File: src/rtl/pll_reset_sequencer_if.sv
// Signal bundle between the PLL reset sequencer and the rPLL / downstream reset consumers.
// The sequencer takes the master side; the surrounding fabric (or a bench) takes the slave side.
interface pll_reset_sequencer_if;
    logic       pll_lock;
    logic       pll_reset;
    logic       ram_rst_n;
    logic       logic_rst_n;
    logic       ready;
    logic       fault;
    logic [2:0] retry_count;
    logic [2:0] state;

    modport master (
        input  pll_lock,
        output pll_reset,
        output ram_rst_n,
        output logic_rst_n,
        output ready,
        output fault,
        output retry_count,
        output state
    );

    modport slave (
        output pll_lock,
        input  pll_reset,
        input  ram_rst_n,
        input  logic_rst_n,
        input  ready,
        input  fault,
        input  retry_count,
        input  state
    );
endinterface

File: src/rtl/pll_reset_sequencer.sv
// Brings up the rPLL from the free-running board clock, debounces LOCK, then releases the
// RAM controller and core-logic resets in order; lock loss restarts, repeated timeouts fault.
module pll_reset_sequencer #(
    parameter int unsigned PLL_RST_CYCLES = 27,
    parameter int unsigned LOCK_TIMEOUT   = 27000,
    parameter int unsigned LOCK_STABLE    = 2700,
    parameter int unsigned STAGE_GAP      = 16,
    parameter int unsigned MAX_RETRIES    = 3,
    parameter int unsigned SYNC_STAGES    = 2
) (
    input  logic                 clk,
    input  logic                 rst_n,
    pll_reset_sequencer_if.master bus
);

    localparam int unsigned MAX_A  = (PLL_RST_CYCLES > LOCK_TIMEOUT) ? PLL_RST_CYCLES
                                                                     : LOCK_TIMEOUT;
    localparam int unsigned MAX_B  = (LOCK_STABLE > STAGE_GAP) ? LOCK_STABLE : STAGE_GAP;
    localparam int unsigned CNT_MAX = (MAX_A > MAX_B) ? MAX_A : MAX_B;
    localparam int unsigned CNT_W   = $clog2(CNT_MAX + 1);

    typedef enum logic [2:0] {
        StPllRst   = 3'd0,
        StWaitLock = 3'd1,
        StFilter   = 3'd2,
        StRelRam   = 3'd3,
        StRelLogic = 3'd4,
        StRun      = 3'd5,
        StFault    = 3'd6
    } state_e;

    state_e                 state_q, state_d;
    logic [CNT_W-1:0]       cnt_q, cnt_d;
    logic [2:0]             retry_q, retry_d;
    logic [SYNC_STAGES-1:0] sync_q;
    logic                   lock_s;

    logic pll_reset_d, ram_rst_n_d, logic_rst_n_d, ready_d, fault_d;

    assign lock_s = sync_q[SYNC_STAGES-1];

    always_comb begin
        state_d = state_q;
        cnt_d   = cnt_q + CNT_W'(1);
        retry_d = retry_q;

        case (state_q)
            StPllRst: begin
                if (cnt_q == CNT_W'(PLL_RST_CYCLES - 1)) state_d = StWaitLock;
            end
            StWaitLock: begin
                // A lock arriving on the timeout cycle still counts as a lock.
                if (lock_s) begin
                    state_d = StFilter;
                end else if (cnt_q == CNT_W'(LOCK_TIMEOUT - 1)) begin
                    if (retry_q == 3'(MAX_RETRIES)) begin
                        state_d = StFault;
                    end else begin
                        retry_d = retry_q + 3'd1;
                        state_d = StPllRst;
                    end
                end
            end
            StFilter: begin
                if (!lock_s) begin
                    state_d = StWaitLock;
                end else if (cnt_q == CNT_W'(LOCK_STABLE - 1)) begin
                    state_d = StRelRam;
                end
            end
            StRelRam: begin
                if (!lock_s) begin
                    state_d = StPllRst;
                end else if (cnt_q == CNT_W'(STAGE_GAP - 1)) begin
                    state_d = StRelLogic;
                end
            end
            StRelLogic: begin
                if (!lock_s) begin
                    state_d = StPllRst;
                end else if (cnt_q == CNT_W'(STAGE_GAP - 1)) begin
                    state_d = StRun;
                end
            end
            StRun: begin
                cnt_d = cnt_q;
                if (!lock_s) state_d = StPllRst;
            end
            StFault: begin
                cnt_d = cnt_q;
            end
            default: begin
                state_d = StPllRst;
            end
        endcase

        if (state_d != state_q) cnt_d = '0;
        if (state_d == StRun) retry_d = '0;

        // Outputs are decoded from the next state so they register alongside it.
        pll_reset_d   = (state_d == StPllRst) || (state_d == StFault);
        ram_rst_n_d   = (state_d == StRelRam) || (state_d == StRelLogic) || (state_d == StRun);
        logic_rst_n_d = (state_d == StRelLogic) || (state_d == StRun);
        ready_d       = (state_d == StRun);
        fault_d       = (state_d == StFault);
    end

    always_ff @(posedge clk) begin
        if (!rst_n) begin
            state_q         <= StPllRst;
            cnt_q           <= '0;
            retry_q         <= '0;
            sync_q          <= '0;
            bus.pll_reset   <= 1'b1;
            bus.ram_rst_n   <= 1'b0;
            bus.logic_rst_n <= 1'b0;
            bus.ready       <= 1'b0;
            bus.fault       <= 1'b0;
        end else begin
            state_q         <= state_d;
            cnt_q           <= cnt_d;
            retry_q         <= retry_d;
            sync_q          <= {sync_q[SYNC_STAGES-2:0], bus.pll_lock};
            bus.pll_reset   <= pll_reset_d;
            bus.ram_rst_n   <= ram_rst_n_d;
            bus.logic_rst_n <= logic_rst_n_d;
            bus.ready       <= ready_d;
            bus.fault       <= fault_d;
        end
    end

    assign bus.retry_count = retry_q;
    assign bus.state       = state_q;

endmodule

File: src/flat_wrapper.sv
// flat-port wrapper written by rule: the top's interface ports become plain ports
module pll_reset_sequencer_flat 
#(
    parameter int unsigned PLL_RST_CYCLES = 27,
    parameter int unsigned LOCK_TIMEOUT   = 27000,
    parameter int unsigned LOCK_STABLE    = 2700,
    parameter int unsigned STAGE_GAP      = 16,
    parameter int unsigned MAX_RETRIES    = 3,
    parameter int unsigned SYNC_STAGES    = 2
)
  (clk, rst_n, bus_pll_lock, bus_pll_reset, bus_ram_rst_n, bus_logic_rst_n, bus_ready, bus_fault, bus_retry_count, bus_state);
  pll_reset_sequencer_if bus_i ();
  input  logic clk;
  input  logic rst_n;
  input wire logic [$bits(bus_i.pll_lock)-1:0] bus_pll_lock;
  output wire logic [$bits(bus_i.pll_reset)-1:0] bus_pll_reset;
  output wire logic [$bits(bus_i.ram_rst_n)-1:0] bus_ram_rst_n;
  output wire logic [$bits(bus_i.logic_rst_n)-1:0] bus_logic_rst_n;
  output wire logic [$bits(bus_i.ready)-1:0] bus_ready;
  output wire logic [$bits(bus_i.fault)-1:0] bus_fault;
  output wire logic [$bits(bus_i.retry_count)-1:0] bus_retry_count;
  output wire logic [$bits(bus_i.state)-1:0] bus_state;
  assign bus_i.pll_lock = bus_pll_lock;
  assign bus_pll_reset = bus_i.pll_reset;
  assign bus_ram_rst_n = bus_i.ram_rst_n;
  assign bus_logic_rst_n = bus_i.logic_rst_n;
  assign bus_ready = bus_i.ready;
  assign bus_fault = bus_i.fault;
  assign bus_retry_count = bus_i.retry_count;
  assign bus_state = bus_i.state;
  pll_reset_sequencer #(.PLL_RST_CYCLES(PLL_RST_CYCLES), .LOCK_TIMEOUT(LOCK_TIMEOUT), .LOCK_STABLE(LOCK_STABLE), .STAGE_GAP(STAGE_GAP), .MAX_RETRIES(MAX_RETRIES), .SYNC_STAGES(SYNC_STAGES)) u_core (.clk(clk), .rst_n(rst_n), .bus(bus_i));
endmodule
File: config.mk
export PLATFORM = sky130hd
export DESIGN_NAME = pll_reset_sequencer_flat
export DESIGN_NICKNAME = d
export VERILOG_FILES = /design/src/rtl/pll_reset_sequencer_if.sv /design/src/rtl/pll_reset_sequencer.sv /design/src/flat_wrapper.sv
export SDC_FILE = /design/constraint.sdc
export NUM_CORES = 1
export LEC_CHECK = 0
export BUFFER_PORTS_ARGS = -buffer_cell sky130_fd_sc_hd__buf_2
export CAP_MARGIN = 25
export CORE_UTILIZATION = 50
export DETAILED_ROUTE_END_ITERATION = 10
export GPL_TIMING_DRIVEN = 0
export PLACE_DENSITY = 0.68
export SLEW_MARGIN = 20
export SYNTH_ARGS = -nofsm -noshare
export SYNTH_HDL_FRONTEND = slang
export SYNTH_SLANG_ARGS = --single-unit
export TNS_END_PERCENT = 1
File: constraint.sdc
create_clock -name clk -period 4.3 [get_ports clk]
set_clock_uncertainty 0.2 [all_clocks]
set_input_delay 0.86 -clock clk [delete_from_list [all_inputs] [get_ports clk]]
set_output_delay 0.86 -clock clk [all_outputs]
set_load 0.005 [all_outputs]
==> results.json, run 1 <==
{
  "run_status": "finished clean",
  "yosysSeqAreaShare_pct": 31.59,
  "synth.net_count": 216,
  "asyncSetResetFlopFracSynth_pct": 0,
  "peakVddDrop_mv": 0.1508,
  "p_clk_share_pct": 37.8,
  "areaGrowthSynthToFinish_pct": 9.873,
  "drt_first_pass_iters": 4,
  "port_buffers": 13,
  "drt_wl_total_um": 4026,
  "tritoncts": "yes",
  "cts-hold-fix-buffers": 0,
  "drt_first_iter_violations": 119,
  "netSwitchingPower_w": 0.00009981,
  "nets": 234,
  "setup_viol": 0,
  "cp_num_buf_inv": 1,
  "ctsRootBufferMaster": "sky130_fd_sc_hd__clkbuf_4",
  "power.static_leakage_nw": 0.8178,
  "critPathCaptureType": "flip-flop",
  "syn-cell-area_um2": 1774,
  "design_power_total_w": 0.0004661,
  "ctsResizeCount": 0,
  "fp.dieW_um": 61.57,
  "tritoncts.num_buffers": 3,
  "timing.slew.headroom_pct": 53.96,
  "grt.total_usage_pct": 23.54,
  "intPower_w": 0.0003663,
  "route.detailed.wl_per_inst_um": 14.80,
  "post_route_cells_drive_above_1_share_pct": 15.49,
  "crit_path_max_fanout": 10,
  "hp-class": "flip-flop to flip-flop",
  "period_share_pct": 61.81,
  "cp_data_arrival_time_ns": 2.73,
  "die_area_um2": 3791,
  "timing.setup.critical_path_class": "flip-flop to flip-flop",
  "maxcap_viol_count": 0,
  "yosys.area.top_type": "sky130_fd_sc_hd__dfxtp_1",
  "top_level_ports": 14,
  "start_util_pct": 52.75,
  "antenna-diode-count": 0,
  "min_setup_slack_post_route_ns": 1.642,
  "ys_top_cells_by_area": "sky130_fd_sc_hd__dfxtp_1 32%, sky130_fd_sc_hd__xor2_1 4.4%, sky130_fd_sc_hd__mux2i_1 3.9%",
  "dr_total_vias": 1647,
  "number_of_global_route_vias_before_repair": 1510,
  "power-per-cell-area_nw_per_um2": 239.1,
  "tns_ns": 0,
  "worstMarginPinSlew_ns": 0.6732,
  "grt_remaining_overflow": 0,
  "max_clock_freq_mhz": 376.2,
  "post-route-util_pct": 57.96,
  "clock_tree.buffer_depth": 2,
  "placement.setup.worst_slack_ns": 1.685,
  "grt_antenna_before_repair": 0,
  "final_hold_viol_count": 0,
  "grt_setup_unrepaired": "no",
  "largest_net_degree_at_the_start_of_global_routing": 17,
  "vias_per_std_cell": 6.055,
  "count_of_flip_flops_with_a_built_in_enable_after_synthesis": 0,
  "cts_setup_buffers": 0,
  "synth.yosys.warnings": 0,
  "finalWorstPathRequiredPeriod_ns": 2.658,
  "synth_top_cell_area_share_pct": 31.59,
  "cp_data_required_time_ns": 4.37,
  "worst_setup_path_start_kind": "flip-flop",
  "cell_with_the_biggest_individual_delay_on_the_critical_path": "sky130_fd_sc_hd__nor4_4",
  "dp.final_hpwl_um": 3001,
  "ys_dominant_reg_cell": "sky130_fd_sc_hd__dfxtp_1",
  "nFillCells": 333,
  "cts.sink_count": 28,
  "critPathMaxStageDelay_ns": 0.51,
  "finalMaxSlewViolations": 0,
  "timing.critical_path.cells": "ha_1, nor4b_1, and4_1, o32ai_2, nor4_4, buf_6, mux2i_1",
  "grt_pass1_wl_um": 6610,
  "critical_path.top_delay_family": "simple AND/OR/NAND/NOR gates",
  "die_height_um": 61.57,
  "finalInstanceArea_um2": 1949,
  "gp_congestion": 0.8823,
  "worst_setup_hold_path_clk_slew_ns": 0.16,
  "synth_cell_types": 56,
  "ctsHtreeMaxLevel": 1,
  "num_rows": 21,
  "seqPwrFrac_pct": 57.2,
  "post_route_drc_violation_count": 0,
  "insertion_delay_ns": 0.33,
  "comb_power_share_pct": 4.9,
  "placed_area_um2": 1897,
  "route.antenna.remaining_nets": 0,
  "core_area_um2": 3363,
  "synthesis.area_per_instance_um2": 8.489,
  "synthCells": 209,
  "switching_share_pct": 21.41,
  "synth-seq-cells": 28
}
==> kinds of logic (layout without fill, tap and decap cells) <==
kind of cell | after synthesis | after routing | synth area share, %
xor+xnor | 13 | 13 | 6.418
buf+inv | 21 | 38 | 5.360
fa+ha+maj | 4 | 4 | 2.821
flops | 28 | 28 | 31.59
compound gates | 48 | 48 | 17.70
mux | 7 | 7 | 3.949
simple gates | 88 | 88 | 32.16
==> stage by stage <==
step,hold WS [ns],cells
finish,0.2627,272
global route,0.2955,272
CTS,0.2723,272
detailed placement,0.2364,268
global placement,0.2183,268
floorplan,0.2118,209
==> area by class of cell <==
cell class	count	area (um^2)	area share, %
repair buffers	13	65.06	3.338
multi-input cells	160	1119	57.38
clock buffers	3	22.52	1.155
clock inverters	1	30.03	1.540
flip-flops and latches	28	560.5	28.75
well taps	46	57.56	2.953
inverters	10	37.54	1.926
plain buffers	11	57.56	2.953
==> power by group through the flow <==
| stage | clock network, W | registers, W | logic [W] |
|---|---|---|---|
| after global routing | 0.000191 | 0.000268 | 0.0000258 |
| after global placement | 0 | 0.000272 | 0.0000216 |
| final | 0.000176 | 0.000267 | 0.0000230 |
| after detailed placement | 0 | 0.000272 | 0.0000227 |
| after floorplan | 0 | 0.000271 | 0.0000165 |
| after CTS | 0.000178 | 0.000267 | 0.0000228 |
==> sequential cells by signal, indices dropped and copies added, names as in the netlist <==
name / cells
u_core.bus.logic_rst_n: 1
u_core.cnt_q: 15
u_core.bus.ready: 1
u_core.bus.pll_reset: 1
u_core.bus.retry_count: 3
u_core.bus.fault: 1
u_core.bus.ram_rst_n: 1
u_core.sync_q: 2
u_core.bus.state: 3
==> worst reg2reg max path: cells and delay by family (launching register included) <==
family          cells  cell delay, ns
simple gates        3            1.15
flops               1            0.43
fa+ha+maj           1            0.26
buf+inv             1            0.22
mux                 1            0.20
compound gates      1            0.12
==> routing by layer <==
metal | GRT usage [%] | share of wire (%) | up-vias
met5 | 0 | 0 | -
met4 | 4.444 | 0.40 | 0
met3 | 3.151 | 3.8 | 2
met2 | 40.71 | 48 | 37
met1 | 31.42 | 48 | 809
li1 | - | - | 799
==> layout by cell type, fill, tap and decap left out, drive strengths merged, types with 4 or more instances in the layout <==
| cell type | instances |
|---|---|
| a21oi | 8 |
| and4 | 4 |
| buf | 17 |
| clkbuf | 10 |
| dfxtp | 28 |
| ha | 4 |
| inv | 10 |
| mux2i | 7 |
| nand2 | 18 |
| nand3 | 14 |
| nand4 | 5 |
| nor2 | 13 |
| nor2b | 5 |
| nor3 | 4 |
| nor4 | 4 |
| o21ai | 19 |
| xnor2 | 4 |
| xor2 | 9 |
==> worst paths after layout <==
kind                          from          endpoint  slack (ns)  cells after the start
hold / removal    u_core.sync_q[0]  u_core.sync_q[1]        0.26                      1
setup / recovery   u_core.cnt_q[1]   u_core.cnt_q[4]        1.64                      7
setup reg to reg   u_core.cnt_q[1]   u_core.cnt_q[4]        1.64                      7
hold reg to reg   u_core.sync_q[0]  u_core.sync_q[1]        0.26                      1
==> cells in the mapped netlist, types with 2 or more instances <==
cell and number:
sky130_fd_sc_hd__dfxtp_1 28, sky130_fd_sc_hd__nand2_1 18, sky130_fd_sc_hd__nand3_1 14, sky130_fd_sc_hd__nor2_1 12, sky130_fd_sc_hd__inv_1 10, sky130_fd_sc_hd__o21ai_0 10
sky130_fd_sc_hd__o21ai_1 9, sky130_fd_sc_hd__xor2_1 9, sky130_fd_sc_hd__a21oi_1 8, sky130_fd_sc_hd__clkbuf_1 7, sky130_fd_sc_hd__mux2i_1 7, sky130_fd_sc_hd__nor2b_1 5
sky130_fd_sc_hd__ha_1 4, sky130_fd_sc_hd__nand4_1 4, sky130_fd_sc_hd__xnor2_1 4, sky130_fd_sc_hd__a211oi_1 3, sky130_fd_sc_hd__and2_1 3, sky130_fd_sc_hd__and4_1 3
sky130_fd_sc_hd__nor3_1 3, sky130_fd_sc_hd__o211ai_1 3, sky130_fd_sc_hd__a2111oi_0 2, sky130_fd_sc_hd__a21o_1 2, sky130_fd_sc_hd__buf_6 2, sky130_fd_sc_hd__nand2b_1 2
sky130_fd_sc_hd__nand3b_1 2, sky130_fd_sc_hd__nand4b_1 2, sky130_fd_sc_hd__nor4_4 2, sky130_fd_sc_hd__o211a_1 2, sky130_fd_sc_hd__or4_4 2
(Power assumes the default switching activity.)
==> run 2: changes to the inputs <==
--- a/config.mk
+++ b/config.mk
@@ -5,6 +5,7 @@
 export SDC_FILE = /design/constraint.sdc
 export NUM_CORES = 1
 export LEC_CHECK = 0
+export ABC_AREA = 1
 export BUFFER_PORTS_ARGS = -buffer_cell sky130_fd_sc_hd__buf_2
 export CAP_MARGIN = 25
 export CORE_UTILIZATION = 50
==> constraint.sdc (replaced) <==
create_clock -name clk -period 2.6 [get_ports clk]
set_clock_uncertainty 0.2 [all_clocks]
set_input_delay 0.52 -clock clk [delete_from_list [all_inputs] [get_ports clk]]
set_output_delay 0.52 -clock clk [all_outputs]
set_load 0.005 [all_outputs]
==> results.json, run 2 <==
{
  "grt_setup_unrepaired": "no",
  "comb_power_share_pct": 5.2,
  "finalMaxSlewViolations": 0,
  "ctsResizeCount": 0,
  "route.antenna.remaining_nets": 0,
  "number_of_global_route_vias_before_repair": 1237,
  "cp_data_arrival_time_ns": 2.24,
  "layout.cells.most_common_list": "59 x sky130_fd_sc_hd__nand2_1, 39 x sky130_fd_sc_hd__nor2_1, 28 x sky130_fd_sc_hd__dfxtp_1",
  "grt_antenna_before_repair": 0,
  "power.static_leakage_nw": 0.9068,
  "seqPwrFrac_pct": 57.5,
  "ctsHtreeMaxLevel": 1,
  "design_power_total_w": 0.0007663,
  "timing.slew.headroom_pct": 78.06,
  "tritoncts": "yes",
  "areaGrowthSynthToFinish_pct": 10.00,
  "worstMarginPinSlew_ns": 0.3257,
  "largest_register_ff_count": 15,
  "start_util_pct": 54.76,
  "vias_per_std_cell": 4.795,
  "grt_remaining_overflow": 0,
  "synth-seq-cells": 28,
  "layout_commonest_cell": "sky130_fd_sc_hd__nand2_1",
  "run_status": "finished clean",
  "clock_tree.buffer_depth": 2,
  "drt_wl_total_um": 3105,
  "holdWs_ns": 0.1660,
  "power-per-cell-area_nw_per_um2": 403.5,
  "hp-class": "primary input to flip-flop",
  "intPower_w": 0.0006065,
  "tns_ns": 0,
  "maxcap_viol_count": 0,
  "yosysSeqAreaShare_pct": 32.46,
  "port_buffers": 13,
  "nets": 267,
  "fp.dieW_um": 60.77,
  "cts_setup_buffers": 0,
  "largest_net_degree_at_the_start_of_global_routing": 17,
  "die_height_um": 60.77,
  "dp.final_hpwl_um": 2456,
  "route.detailed.wl_per_inst_um": 10.25,
  "top_register": "u_core.cnt_q",
  "ctsRootBufferMaster": "sky130_fd_sc_hd__clkbuf_4",
  "worst_setup_hold_path_clk_slew_ns": 0.16,
  "post_route_cells_drive_above_1_share_pct": 22.39,
  "timing.setup.critical_path_class": "flip-flop to flip-flop",
  "cts.sink_count": 28,
  "yosys.area.top_type": "sky130_fd_sc_hd__dfxtp_1",
  "synth.net_count": 249,
  "placed_cells": 299,
  "ys_dominant_reg_cell": "sky130_fd_sc_hd__dfxtp_1",
  "drt_first_pass_iters": 4,
  "peakVddDrop_mv": 0.3946,
  "final_hold_viol_count": 0,
  "syn-cell-area_um2": 1727,
  "p_clk_share_pct": 37.3,
  "cp_data_required_time_ns": 2.64,
  "synth.yosys.warnings": 0,
  "cts-hold-fix-buffers": 0,
  "finalWorstPathRequiredPeriod_ns": 2.202,
  "finalInstanceArea_um2": 1899,
  "gp_congestion": 0.8227,
  "num_rows": 20,
  "grt.total_usage_pct": 19.16,
  "grt_pass1_wl_um": 5250,
  "insertion_delay_ns": 0.33,
  "synth_top_cell_area_share_pct": 32.46,
  "ys_top_cells_by_area": "sky130_fd_sc_hd__dfxtp_1 32%, sky130_fd_sc_hd__nand2_1 13%, sky130_fd_sc_hd__nor2_1 8.5%",
  "drt_first_iter_violations": 67,
  "asyncSetResetFlopFracSynth_pct": 0,
  "post_route_drc_violation_count": 0,
  "worst_setup_path_start_kind": "flip-flop",
  "setup_viol": 0,
  "crit_path_max_fanout": 10,
  "switching_share_pct": 20.86,
  "tritoncts.num_buffers": 3,
  "synth.most_common_cell": "sky130_fd_sc_hd__nand2_1",
  "count_of_flip_flops_with_a_built_in_enable_after_synthesis": 0,
  "top_level_ports": 14,
  "netSwitchingPower_w": 0.0001599,
  "non_filler_instance_count_after_layout": 303,
  "critPathCaptureType": "flip-flop",
  "antenna-diode-count": 0,
  "die_area_um2": 3692,
  "period_share_pct": 84.70,
  "max_clock_freq_mhz": 454.1,
  "synthesis.area_per_instance_um2": 7.135,
  "synth_cell_types": 28,
  "placed_area_um2": 1847,
  "core_area_um2": 3153,
  "synthCells": 242,
  "synth_common_cells": "59 x sky130_fd_sc_hd__nand2_1, 39 x sky130_fd_sc_hd__nor2_1, 28 x sky130_fd_sc_hd__dfxtp_1, 27 x sky130_fd_sc_hd__inv_1",
  "dr_total_vias": 1453
}
run 2: changes by cell type after synthesis, moves of 9 or more:
cell	previous run	this run
sky130_fd_sc_hd__inv_1	10	27
sky130_fd_sc_hd__nor2_1	12	39
sky130_fd_sc_hd__o21ai_1	9	0
sky130_fd_sc_hd__nor2_2	1	12
sky130_fd_sc_hd__o21ai_0	10	1
sky130_fd_sc_hd__nand2_1	18	59
run 2: worst max-delay path, cell delays in order, from the launching register on:
cell and delay (ns):
sky130_fd_sc_hd__dfxtp_1 0.42, sky130_fd_sc_hd__ha_1 0.29, sky130_fd_sc_hd__nand2_1 0.10, sky130_fd_sc_hd__nor2_1 0.13, sky130_fd_sc_hd__nand2_2 0.10, sky130_fd_sc_hd__nor2_8 0.12
sky130_fd_sc_hd__nor2_2 0.06, sky130_fd_sc_hd__nor2_4 0.11, sky130_fd_sc_hd__nand3_2 0.11, sky130_fd_sc_hd__nand2_1 0.08, sky130_fd_sc_hd__nand2_2 0.06, sky130_fd_sc_hd__nand2_4 0.12
sky130_fd_sc_hd__buf_12 0.16, sky130_fd_sc_hd__nor2_2 0.04
run 2: cells by family after synthesis:
| group | count (synthesis) | synth area share (%) |
|---|---|---|
| compound gates | 6 | 1.739 |
| fa+ha+maj | 4 | 2.899 |
| buf+inv | 32 | 8.116 |
| simple gates | 157 | 47.17 |
| flops | 28 | 32.46 |
| xor+xnor | 15 | 7.609 |
run 2: power by group through the flow:
stage,registers [W],clock network (W),logic (W)
floorplan,0.000449,0,0.0000320
global placement,0.000450,0,0.0000398
detailed placement,0.000450,0,0.0000399
CTS,0.000441,0.000300,0.0000402
global route,0.000442,0.000309,0.0000429
finish,0.000441,0.000286,0.0000397
run 2: area by class of cell:
cell class,count,area [um^2]
fillers,329,1254
multi-input cells,182,1026
flip-flops and latches,28,560.5
inverters,30,112.6
repair buffers,13,65.06
well taps,44,55.05
clock inverters,1,30.03
plain buffers,2,27.53
clock buffers,3,22.52
run 2: path summary, 6_finish.rpt:
kind                                        from                to  slack (ns)  depth (start not counted)
worst min-delay path                bus_pll_lock  u_core.sync_q[0]        0.17                          3
worst max register to register   u_core.cnt_q[0]  u_core.cnt_q[14]        0.40                         13
worst min register to register  u_core.sync_q[0]  u_core.sync_q[1]        0.23                          2
worst max-delay path             u_core.cnt_q[0]  u_core.cnt_q[14]        0.40                         13
run 2: per-stage QoR:
step / util, % / worst slack (ns)
6_report: 60.24 / 0.3979
5_1_grt: 60.24 / 0.2265
4_1_cts: 60.24 / 0.3919
3_5_place_dp: 58.57 / 0.4438
3_3_place_gp: 58.57 / 0.4494
2_1_floorplan: - / 0.6618
run 2: metal layers:
metal	GRT usage, %	routed length, um	vias to the layer above
met2	32.18	1402	30
li1	-	-	776
met5	0	0	-
met1	25.16	1556	645
met3	5.117	123	2
met4	2.922	22	0
==> run 3: changes to the inputs <==
==> constraint.sdc (replaced) <==
create_clock -name clk -period 2.3 [get_ports clk]
set_clock_uncertainty 0.2 [all_clocks]
set_input_delay 0.46 -clock clk [delete_from_list [all_inputs] [get_ports clk]]
set_output_delay 0.46 -clock clk [all_outputs]
set_load 0.005 [all_outputs]
==> results.json, run 3 (synthesized netlist as in run 2, its figures left out) <==
{
  "run_status": "finished clean",
  "num_rows": 20,
  "grt_remaining_overflow": 0,
  "gp_congestion": 0.8227,
  "areaGrowthSynthToFinish_pct": 10.29,
  "placed_area_um2": 1847,
  "hold_start": "bus_pll_lock",
  "drt_wl_total_um": 3115,
  "grtUsageMet3_pct": 5.117,
  "holdPathStages": 3,
  "final_hold_viol_count": 0,
  "critPathMaxStageDelay_ns": 0.39,
  "layout.cells.most_common_list": "59 x sky130_fd_sc_hd__nand2_1, 39 x sky130_fd_sc_hd__nor2_1, 27 x sky130_fd_sc_hd__inv_1",
  "timing.slew.headroom_pct": 78.06,
  "cell_with_the_biggest_individual_delay_on_the_critical_path": "sky130_fd_sc_hd__dfxtp_2",
  "critPathCaptureType": "flip-flop",
  "worst_setup_path_start_kind": "flip-flop",
  "tritoncts.num_buffers": 3,
  "worst_setup_hold_path_clk_slew_ns": 0.16,
  "post_route_cells_drive_above_1_share_pct": 23.55,
  "post_route_drc_violation_count": 0,
  "ctsHtreeMaxLevel": 1,
  "whs_endpoint": "u_core.sync_q[0]",
  "grt_pass1_wl_um": 5250,
  "worstMarginPinSlew_ns": 0.3257,
  "vias_per_std_cell": 4.795,
  "grt_antenna_before_repair": 0,
  "route.antenna.remaining_nets": 0,
  "core_area_um2": 3153,
  "cp_num_buf_inv": 1,
  "fp.dieW_um": 60.77,
  "port_buffers": 13,
  "top_register": "u_core.cnt_q",
  "grt.total_usage_pct": 19.16,
  "crit_path_max_fanout": 10,
  "drt_first_iter_violations": 47,
  "placement.setup.worst_slack_ns": 0.1438,
  "grt_setup_unrepaired": "no",
  "tns_ns": 0,
  "gr_util_met1_pct": 25.16,
  "maxcap_viol_count": 0,
  "cp_data_arrival_time_ns": 2.15,
  "tritoncts": "yes",
  "ff2ff_setup_slack_ns": 0.19,
  "period_share_pct": 91.64,
  "worst_r2r_startpoint": "u_core.cnt_q[0]",
  "finalMaxSlewViolations": 0,
  "min_setup_slack_post_route_ns": 0.1923,
  "start_util_pct": 54.76,
  "dp.final_hpwl_um": 2456,
  "antenna-diode-count": 0,
  "largest_register_ff_count": 15,
  "die_area_um2": 3692,
  "max_clock_freq_mhz": 474.5,
  "finalInstanceArea_um2": 1904,
  "largest_net_degree_at_the_start_of_global_routing": 17,
  "cts.sink_count": 28,
  "timing.critical_path.cells": "ha_2, nand2_1, nor2_1, nand2_2, nor2_8, nor2_2, nor2_4, nand3_2, nand2_1, nand2_2, nand2_4, buf_12, nor2_2",
  "critical_path.top_delay_family": "simple AND/OR/NAND/NOR gates",
  "hp-class": "primary input to flip-flop",
  "met2_track_demand_over_resource_pct": 32.18,
  "drt_first_pass_iters": 4,
  "die_height_um": 60.77,
  "setup_viol": 0,
  "nets": 267,
  "timing.setup.critical_path_class": "flip-flop to flip-flop",
  "cts-hold-fix-buffers": 0,
  "top_level_ports": 14,
  "worst_r2r_endpoint": "u_core.cnt_q[14]",
  "power.static_leakage_nw": 0.9051,
  "worst-r2r-cell-count": 13,
  "global_route.peak_usage_layer": "met2",
  "ctsRootBufferMaster": "sky130_fd_sc_hd__clkbuf_4",
  "finalWorstPathRequiredPeriod_ns": 2.108,
  "post-route-util_pct": 60.40,
  "dr_total_vias": 1453,
  "power-per-cell-area_nw_per_um2": 455.9,
  "peakVddDrop_mv": 0.4459,
  "cp_data_required_time_ns": 2.34,
  "route.detailed.wl_per_inst_um": 10.28,
  "insertion_delay_ns": 0.33,
  "nFillCells": 328,
  "number_of_global_route_vias_before_repair": 1237,
  "clock_tree.buffer_depth": 2,
  "layout_commonest_cell": "sky130_fd_sc_hd__nand2_1"
}
run 3: cell counts in the layout (fill, tap and decap cells not counted):
No cell type changed its count.
run 3: worst min-delay path: stages:
cell,delay [ns]
sky130_fd_sc_hd__buf_2,0.07
sky130_fd_sc_hd__nand2_1,0.05
sky130_fd_sc_hd__inv_1,0.04
run 3: timing repair:
item                       CTS  global route
setup endpoints to repair    0            10
gates resized for setup      0             3
buffers inserted             0             0
run 3: worst max path at each step:
stage,cells after the start,end,start
final,13,u_core.cnt_q[14],u_core.cnt_q[0]
after global routing,13,u_core.cnt_q[7],u_core.cnt_q[0]
after CTS,13,u_core.cnt_q[14],u_core.cnt_q[0]
after detailed placement,13,u_core.cnt_q[14],u_core.cnt_q[0]
after global placement,13,u_core.cnt_q[1],u_core.cnt_q[0]
after floorplan,13,u_core.cnt_q[1],u_core.cnt_q[0]
run 3: final cells by class:
| class | count | area, um^2 | share of cell area (%) |
|---|---|---|---|
| tap | 44 | 55.05 | 2.891 |
| clock inverter | 1 | 30.03 | 1.577 |
| clock buffer | 3 | 22.52 | 1.183 |
| timing repair buffer | 13 | 65.06 | 3.417 |
| sequential | 28 | 563.0 | 29.57 |
| buffer | 2 | 27.53 | 1.445 |
| multi-input combinational | 182 | 1028 | 54.01 |
| inverter | 30 | 112.6 | 5.913 |
run 3: per-stage QoR:
stage | total power (W) | instances | hold slack [ns]
6_report | 0.0008681 | 303 | 0.1068
3_5_place_dp | 0.0005536 | 299 | 0.1976
5_1_grt | 0.0008990 | 303 | 0.08758
2_1_floorplan | 0.0005433 | 242 | 0.1900
4_1_cts | 0.0008827 | 303 | 0.08667
3_3_place_gp | 0.0005533 | 299 | 0.1935
run 3: layer usage:
layer / wire, um / vias up
met3: 109 / 2
met4: 22 / 0
li1: - / 777
met1: 1593 / 647
met5: 0 / -
met2: 1390 / 27
run 3: power breakdown:
part	leakage [nW]	total, W	internal [W]	switching, W
clock	0.0279	0.000323	0.000176	0.000147
sequential	0.227	0.000499	0.000492	0.00000703
combinational	0.650	0.0000452	0.0000178	0.0000273
total	0.905	0.000868	0.000687	0.000182
